### src/rtl/boot_reconfig_pkg.sv
// Shared types and defaults for the ECP5 boot/reconfiguration sequencer.
// Latency: n/a (package only).
// Backpressure: n/a (package only).
package boot_reconfig_pkg;

    typedef enum logic [2:0] {
        IDLE   = 3'd0,
        QUIET  = 3'd1,
        DETACH = 3'd2,
        PROG   = 3'd3,
        DONE   = 3'd4
    } boot_seq_state_t;

    // Defaults assume a 48 MHz clock.
    localparam int unsigned DEF_QUIET_CYCLES    = 48;
    localparam int unsigned DEF_DETACH_CYCLES   = 480000;  // 10 ms SE0
    localparam int unsigned DEF_PROGRAMN_CYCLES = 4800;    // 100 us pulse
    localparam int unsigned DEF_DEBOUNCE_CYCLES = 960000;  // 20 ms

    function automatic int unsigned cycles_max(input int unsigned a, input int unsigned b,
                                               input int unsigned c, input int unsigned d);
        int unsigned m;
        m = a;
        if (b > m) m = b;
        if (c > m) m = c;
        if (d > m) m = d;
        return m;
    endfunction

endpackage

### src/rtl/btn_debounce.sv
// Button debouncer: dout follows din only after din has held a new value DEBOUNCE_CYCLES clocks.
// Latency: DEBOUNCE_CYCLES clocks from the first cycle of a stable new value to dout changing.
// Backpressure: none; free-running level filter.
// Ports: clk_48mhz, reset (sync, active-high), din (already synchronized), dout (registered).
module btn_debounce
    import boot_reconfig_pkg::*;
#(
    parameter int unsigned DEBOUNCE_CYCLES = DEF_DEBOUNCE_CYCLES
) (
    input  logic clk_48mhz,
    input  logic reset,
    input  logic din,
    output logic dout
);

    localparam int CW = $clog2(DEBOUNCE_CYCLES) + 1;
    localparam logic [CW-1:0] CNT_LAST = CW'(DEBOUNCE_CYCLES - 1);

    if (DEBOUNCE_CYCLES == 0) begin : g_bad_debounce
        $error("btn_debounce: DEBOUNCE_CYCLES must be >= 1");
    end

    logic [CW-1:0] cnt_q, cnt_d;
    logic          dout_q, dout_d;

    // cnt counts consecutive cycles in which din disagrees with the filtered output.
    always_comb begin
        cnt_d  = cnt_q;
        dout_d = dout_q;
        if (din == dout_q) begin
            cnt_d = '0;
        end else if (cnt_q == CNT_LAST) begin
            dout_d = din;
            cnt_d  = '0;
        end else begin
            cnt_d = cnt_q + CW'(1);
        end
    end

    always_ff @(posedge clk_48mhz) begin
        if (reset) begin
            cnt_q  <= '0;
            dout_q <= 1'b0;
        end else begin
            cnt_q  <= cnt_d;
            dout_q <= dout_d;
        end
    end

    assign dout = dout_q;

endmodule

### src/rtl/boot_reconfig_seq.sv
// ECP5 reconfiguration sequencer: wait for quiet SPI/USB, force USB SE0, then pulse PROGRAMN low.
// Latency: busy rises 1 clock after the boot edge; detach after QUIET_CYCLES quiet clocks.
// Backpressure: requests arriving outside IDLE are dropped, never queued.
// Ports: clk_48mhz, reset (sync, active-high), boot (level, rising edge triggers),
//        spi_cs (1 = idle), usb_tx_en (0 = idle), btn_boot (only with BOOT_BTN_EN),
//        usb_detach (1 = SE0), user_programn (active-low), busy (not IDLE). All outputs registered.
// Optional: define BOOT_BTN_EN to add a synchronized, debounced btn_boot as a second trigger.
module boot_reconfig_seq
    import boot_reconfig_pkg::*;
#(
    parameter int unsigned QUIET_CYCLES    = DEF_QUIET_CYCLES,
    parameter int unsigned DETACH_CYCLES   = DEF_DETACH_CYCLES,
    parameter int unsigned PROGRAMN_CYCLES = DEF_PROGRAMN_CYCLES,
    parameter int unsigned DEBOUNCE_CYCLES = DEF_DEBOUNCE_CYCLES
) (
    input  logic clk_48mhz,
    input  logic reset,
    input  logic boot,
    input  logic spi_cs,
    input  logic usb_tx_en,
    input  logic btn_boot,
    output logic usb_detach,
    output logic user_programn,
    output logic busy
);

    localparam int unsigned CMAX = cycles_max(QUIET_CYCLES, DETACH_CYCLES,
                                              PROGRAMN_CYCLES, DEBOUNCE_CYCLES);
    localparam int CW = $clog2(CMAX) + 1;
    localparam logic [CW-1:0] QUIET_LAST  = CW'(QUIET_CYCLES - 1);
    localparam logic [CW-1:0] DETACH_LAST = CW'(DETACH_CYCLES - 1);
    localparam logic [CW-1:0] PROG_LAST   = CW'(PROGRAMN_CYCLES - 1);

    if (QUIET_CYCLES == 0) begin : g_bad_quiet
        $error("boot_reconfig_seq: QUIET_CYCLES must be >= 1");
    end
    if (DETACH_CYCLES == 0) begin : g_bad_detach
        $error("boot_reconfig_seq: DETACH_CYCLES must be >= 1");
    end
    if (PROGRAMN_CYCLES == 0) begin : g_bad_prog
        $error("boot_reconfig_seq: PROGRAMN_CYCLES must be >= 1");
    end
    if (DEBOUNCE_CYCLES == 0) begin : g_bad_debounce
        $error("boot_reconfig_seq: DEBOUNCE_CYCLES must be >= 1");
    end

    boot_seq_state_t state_q, state_d;
    logic [CW-1:0]   cnt_q, cnt_d;
    logic            boot_q, boot_d;
    logic            busy_q, busy_d;
    logic            detach_q, detach_d;
    logic            programn_q, programn_d;
    logic            btn_trig;
    logic            trig;
    logic            bus_quiet;

`ifdef BOOT_BTN_EN
    logic btn_s1_q, btn_s2_q, btn_db, btn_db_q;

    btn_debounce #(
        .DEBOUNCE_CYCLES(DEBOUNCE_CYCLES)
    ) u_btn_debounce (
        .clk_48mhz(clk_48mhz),
        .reset    (reset),
        .din      (btn_s2_q),
        .dout     (btn_db)
    );

    always_ff @(posedge clk_48mhz) begin
        if (reset) begin
            btn_s1_q <= 1'b0;
            btn_s2_q <= 1'b0;
            btn_db_q <= 1'b0;
        end else begin
            btn_s1_q <= btn_boot;
            btn_s2_q <= btn_s1_q;
            btn_db_q <= btn_db;
        end
    end

    assign btn_trig = btn_db & ~btn_db_q;
`else
    logic unused_btn_boot;
    assign unused_btn_boot = btn_boot;
    assign btn_trig        = 1'b0;
`endif

    // boot_q resets high so a boot level already asserted through reset is not an edge.
    assign trig      = (boot & ~boot_q) | btn_trig;
    assign bus_quiet = spi_cs & ~usb_tx_en;

    always_comb begin
        state_d = state_q;
        cnt_d   = cnt_q;
        boot_d  = boot;
        unique case (state_q)
            IDLE: begin
                if (trig) begin
                    state_d = QUIET;
                    cnt_d   = '0;
                end
            end
            QUIET: begin
                // Only an unbroken run of quiet cycles counts; any activity restarts it.
                if (!bus_quiet) begin
                    cnt_d = '0;
                end else if (cnt_q == QUIET_LAST) begin
                    state_d = DETACH;
                    cnt_d   = '0;
                end else begin
                    cnt_d = cnt_q + CW'(1);
                end
            end
            DETACH: begin
                if (cnt_q == DETACH_LAST) begin
                    state_d = PROG;
                    cnt_d   = '0;
                end else begin
                    cnt_d = cnt_q + CW'(1);
                end
            end
            PROG: begin
                if (cnt_q == PROG_LAST) begin
                    state_d = DONE;
                    cnt_d   = '0;
                end else begin
                    cnt_d = cnt_q + CW'(1);
                end
            end
            DONE: begin
                cnt_d = '0;
            end
            default: begin
                state_d = IDLE;
                cnt_d   = '0;
            end
        endcase

        // Outputs decoded from the next state so they switch with the state register.
        busy_d     = (state_d != IDLE);
        detach_d   = (state_d == DETACH) || (state_d == PROG) || (state_d == DONE);
        programn_d = (state_d != PROG);
    end

    always_ff @(posedge clk_48mhz) begin
        if (reset) begin
            state_q    <= IDLE;
            cnt_q      <= '0;
            boot_q     <= 1'b1;
            busy_q     <= 1'b0;
            detach_q   <= 1'b0;
            programn_q <= 1'b1;
        end else begin
            state_q    <= state_d;
            cnt_q      <= cnt_d;
            boot_q     <= boot_d;
            busy_q     <= busy_d;
            detach_q   <= detach_d;
            programn_q <= programn_d;
        end
    end

    assign usb_detach    = detach_q;
    assign user_programn = programn_q;
    assign busy          = busy_q;

endmodule
### config.mk
export PLATFORM = sky130hd
export DESIGN_NAME = boot_reconfig_seq
export DESIGN_NICKNAME = d
export VERILOG_FILES = /design/src/rtl/boot_reconfig_pkg.sv /design/src/rtl/btn_debounce.sv /design/src/rtl/boot_reconfig_seq.sv
export SDC_FILE = /design/constraint.sdc
export NUM_CORES = 1
export LEC_CHECK = 0
export CAP_MARGIN = 5
export CORE_AREA = 4 4 69 71
export CTS_BUF_LIST = sky130_fd_sc_hd__clkbuf_4 sky130_fd_sc_hd__clkbuf_8
export DETAILED_ROUTE_END_ITERATION = 10
export DIE_AREA = 0 0 73 75
export PLACE_DENSITY_LB_ADDON = 0.05
export SYNTH_ARGS = -nofsm -noshare
export SYNTH_HDL_FRONTEND = slang
export SYNTH_SLANG_ARGS = --single-unit
### constraint.sdc
create_clock -name clk_48mhz -period 3.2 [get_ports clk_48mhz]
set_clock_uncertainty 0.15 [all_clocks]
set_input_delay 0.64 -clock clk_48mhz [delete_from_list [all_inputs] [get_ports clk_48mhz]]
set_output_delay 0.64 -clock clk_48mhz [all_outputs]
set_load 0.03 [all_outputs]
# == After elaboration in Yosys (flattened, before gate mapping) ==
# Index checks and enable logic that the tools add are counted.
# totals
regBits,28
latch_bits,0
ram_bits,0
romBits,0
input_bits,6
elab_cells,39
n_memories,0
# op_classes
add_sub_neg,1
multipliers,0
n_div,0
n_lt_le_gt_ge,0
eq_ne,12
shift,0
n_mux,12
n_bitwise,4
n_reduce_logical,4
# op_table
cell,count
$mux 21,5
$pmux 21 s4,1
$add 21x1->21 const B,1
$eq 21x13->1 const B,1
$eq 21x19->1 const B,1
$eq 21x6->1 const B,1
$mux 3,5
$pmux 3 s5,1
$eq 3x2->1 const B,4
$eq 3x3->1 const B,2
$eq 3x1->1 const B,1
$logic_not 3->1,1
$ne 3x2->1 const B,1
$reduce_bool 3->1,1
$and 1x1->1,2
$logic_or 1x1->1,2
$ne 2x2->1 const B,1
$not 1->1,2

# == Longest topological paths before layout ==
# logic_depth
word_depth,7
depth_mapped,7
depth_no_buf,6

# == Least setup slack after synthesis ==
# No wires, ideal clock.
# synth_timing
path_kind,register -> register
startpoint,reg cnt_q[10]
endpoint,reg cnt_q[10]
setup_ns,0.115
arrival_time_ns,1.956
t_required_ns,2.935
path_slack_ns,0.979
stages_incl_launch_ff,7
period_less_slack_ns,2.221
path_cell_list,dfxtp_1 or4_4 nor4_4 a211oi_1 nor3_4 buf_6 o21ai_2
# synth_via
elab_chain_len,4
word_cells_on_any_way,9
# synth_rtl
element,line_no,rtl
start: declaration,boot_reconfig_seq.sv:48,"logic [CW-1:0] cnt_q, cnt_d;"
start signal: assignment,boot_reconfig_seq.sv:155,cnt_q <= cnt_d;
$add 21x1->21 / $eq 21x6->1 (equally long branches),-,
$mux 21,boot_reconfig_seq.sv:107,end else if (cnt_q == QUIET_LAST) begin
$mux 21,boot_reconfig_seq.sv:105,if (!bus_quiet) begin
$pmux 21 s4 *,boot_reconfig_seq.sv:96,unique case (state_q)
# Mark *: on every way between the ends. The rest lies on a longest branch, timed or not.
# A chain may end at the register's enable or synchronous reset.

# == Final worst setup path ==
# layout_timing
startpoint,reg cnt_q[15]
endpoint,reg cnt_q[5]
# layout_via
elab_chain_len,4
word_cells_on_any_way,8
# layout_rtl
element,line_no
$eq 21x6->1,boot_reconfig_seq.sv:107
$mux 21,boot_reconfig_seq.sv:107
$mux 21,boot_reconfig_seq.sv:105
$pmux 21 s4 *,boot_reconfig_seq.sv:96
# Marked as above.

==> impl_results.md <==
* Status: completed
* Hold depth at 2
* CTS tree: done
* Placed cell count at 249
* Num CTS Buffers at 3
* DIE AREA at 5480 µm²
* Vias at 1501
* Global-route wire length before repair at 6.67 mm
* Worst slew margin at 0.406
* Slowest-stage cell, CP: nor3_4
* Leakage at 0.608 nW
* Worst reg-to-reg setup slack at 0.25 ns
* Tot GR Track Use at 0.155
* Die Ht at 75 µm
* H-Tree Depth at 1
* Insertion delay to the later sink of the worst-skew pair at 0.27 ns
* IO Count at 9
* Synth Area in XOR/XNOR at 0.0644
* Post-Syn Area at 1630 µm²
* CP Class: register to register
* # DRC at 0
* Slew Viols, Final at 0
* Post-synth ARST share at 0
* Post-synth EDFFs at 0
* Synthesis Warnings at 0
* Clock sink total at 28
* Max-cap violations at 0
* Antenna violations before repair at 0
* ANT nets after route at 0
* Fill cells at 434
* Crit path DAT at 2.93 ns
* Mux share of post-synthesis cell area at 0.00613
* Routed Wire Length at 3.96 mm
* Clk buf depth at 2
* Area share of fa/ha/maj cells after synthesis at 0.00766
* Vias in the first global route at 1423
* Gate Count Post-Synth at 194
* CP max FO at 13
* CP peak stage delay at 0.68 ns
* FF-to-FF Start: cnt_q[15]$_SDFFE_PP0P_
* HP Class: register to register
* Fmax at 339 MHz
* WP data required at 3.18 ns
* Post-Syn Area per Cell at 8.42 µm²
* Tmin final at 2.95 ns
* Layout area overhead at 12.1%
* Vias per cell at 5.93
* IO Port Bufs at 7
* Post-synthesis compound-gate area fraction at 0.210
* Worst Reg-to-Reg Cells at 5
* Final Power at 0.000670 W
* DR WL/cell at 15.6 µm
* N_diodes at 0
* Max VDD drop at 0.000141 V
* Hold_buf cts at 0
* Startpoint Class: register
* Fin cells at 253
* Starting Density at 0.386
* Net count, final at 209
* Final setup vio count at 0
* #FFs+latches synth at 28
* Num rows at 24
* PD cells at 366 nW/µm²
* Iter 0 DRT Violations at 52
* CP Cell Sequence: or4_1 > nor3_1 > a211oi_1 > nor3_4 > o21ai_0
* Hold Startpoint: cnt_q[20]$_SDFFE_PP0P_
* GP Congestion at 0.830
* Postcts setup bufs at 0
* Hold Crit Endpoint: cnt_q[20]$_SDFFE_PP0P_
* Dpl hpwl at 2.87 mm
* Final Hold Viols at 0
* Period utilization at 0.923
* Clk pin slew, worst setup/hold paths at 0.10 ns
* Unique cell type count in the Yosys netlist at 47
* CP Capture Type: register
* Prevailing post-synth register cell: dfxtp_1
* DIE WIDTH at 73 µm
* Synth Net Count at 201
* Gr ovfl total at 0
* Simple-Gate Fraction of Synth Area at 0.329
* Largest net degree at the start of global routing at 19
* Layout cells sized above 1 at 0.159
* Sequential-to-total area share from yosys stat at 0.343
* Worst-margin pin slew at 0.886 ns
* Largest family of logic cells by synthesized area: simple AND/OR/NAND/NOR gates
* Clock root buffer: clkbuf_8
* RSZ-0062 raised after global routing: no
* Core ar. at 4230 µm²
* CTS resizes at 0
* Setup WS post-layout at 0.246 ns
* Setup TNS at 0 ns
* Pre-CTS setup slack at 0.218 ns
* First drt pass iteration count at 4
* Reg2reg end: cnt_q[5]$_SDFFE_PP0P_
[final cells by class]
class | count | area, µm² | area share
inverter | 7 | 26.3 | 0.0144
sequential | 28 | 561 | 0.306
clock buffer | 3 | 41.3 | 0.0226
timing repair buffer | 11 | 100 | 0.0547
multi-input combinational | 151 | 1010 | 0.550
clock inverter | 1 | 30.0 | 0.0164
tap | 52 | 65.1 | 0.0355
[stage by stage]
step	hold slack, ns	instance area (µm²)	utilization
floorplan	0.313	1630	-
global placement	0.336	1760	0.415
detailed placement	0.343	1760	0.415
CTS	0.358	1830	0.432
global route	0.384	1830	0.432
finish	0.357	1830	0.432
[cell usage after synthesis, types with 4 or more instances]
| cell type | count | area share |
|---|---|---|
| dfxtp_1 | 28 | 0.34 |
| nand2_1 | 20 | 0.046 |
| nand3_1 | 15 | 0.046 |
| nor2_1 | 11 | 0.025 |
| o21ai_2 | 10 | 0.054 |
| nand4_1 | 8 | 0.031 |
| nor3_1 | 8 | 0.025 |
| o21ai_0 | 8 | 0.025 |
| xor2_1 | 8 | 0.043 |
| inv_1 | 7 | 0.016 |
| nor4_1 | 7 | 0.027 |
| clkbuf_1 | 6 | 0.014 |
| a22oi_1 | 5 | 0.023 |
| o311ai_0 | 5 | 0.027 |
| a21oi_1 | 4 | 0.012 |
| xnor2_1 | 4 | 0.021 |
[critical path, delay by kind of cell, from the launching register on]
kind | cells | cell delay (ns)
AO/OA/AOI/OAI | 2 | 0.52
flip-flops | 1 | 0.40
AND/OR/NAND/NOR | 3 | 1.73
[routing by layer]
layer | part of all wire | global-route usage
met1 | 0.49 | 0.201
met3 | 0.026 | 0.0200
met5 | 0 | 0
met2 | 0.48 | 0.273
met4 | 0.0058 | 0.0369
[power breakdown]
part / total, W / internal [W] / switching [W]
clock: 0.000283 / 0.000167 / 0.000116
combinational: 0.0000346 / 0.0000142 / 0.0000204
sequential: 0.000352 / 0.000351 / 0.00000173
total: 0.000670 / 0.000532 / 0.000138
[worst max path at each step]
stage	from	endpoint	slack [ns]	depth (start not counted)
global placement	cnt_q[10]$_SDFFE_PP0P_	cnt_q[6]$_SDFFE_PP0P_	0.33	5
detailed placement	cnt_q[15]$_SDFFE_PP0P_	cnt_q[5]$_SDFFE_PP0P_	0.22	5
global route	cnt_q[15]$_SDFFE_PP0P_	cnt_q[5]$_SDFFE_PP0P_	0.04	5
finish	cnt_q[15]$_SDFFE_PP0P_	cnt_q[5]$_SDFFE_PP0P_	0.25	5
floorplan	cnt_q[10]$_SDFFE_PP0P_	cnt_q[10]$_SDFFE_PP0P_	0.98	6
CTS	cnt_q[15]$_SDFFE_PP0P_	cnt_q[5]$_SDFFE_PP0P_	0.20	5
[flip-flops by register name (all words and copies together), names as in the netlist]
signal and flops:
user_programn 1, cnt_q 21, busy 1, boot_q 1, state_q 3, usb_detach 1
[placed cells by master (no fill, tap or decap), types with 2 or more instances in the layout]
cell type / n
inv_1: 7
or3_1: 2
o311ai_0: 5
nor2_1: 11
o21ai_0: 8
clkbuf_8: 3
clkdlybuf4s50_1: 7
nor3_1: 8
nand4_1: 8
o21ai_2: 10
nor2b_1: 2
buf_4: 4
nand3_1: 15
nand3b_1: 3
a22oi_1: 5
dfxtp_1: 28
or4_1: 2
or2_2: 3
a21oi_1: 4
xor2_1: 8
nor4_1: 7
nand2_1: 20
nor3b_1: 2
xnor2_1: 4
and3_1: 2
[cells by family (layout without fill, tap and decap cells)]
logic type,after synthesis,count (layout)
and+or+nand+nor,94,94
AOI/OAI and AO/OA,43,43
DFF,28,28
buffers and inverters,15,22
xor gates and xnor gates,12,12
adders and majority gates,1,1
muxes,1,1
(Power assumes the default switching activity.)
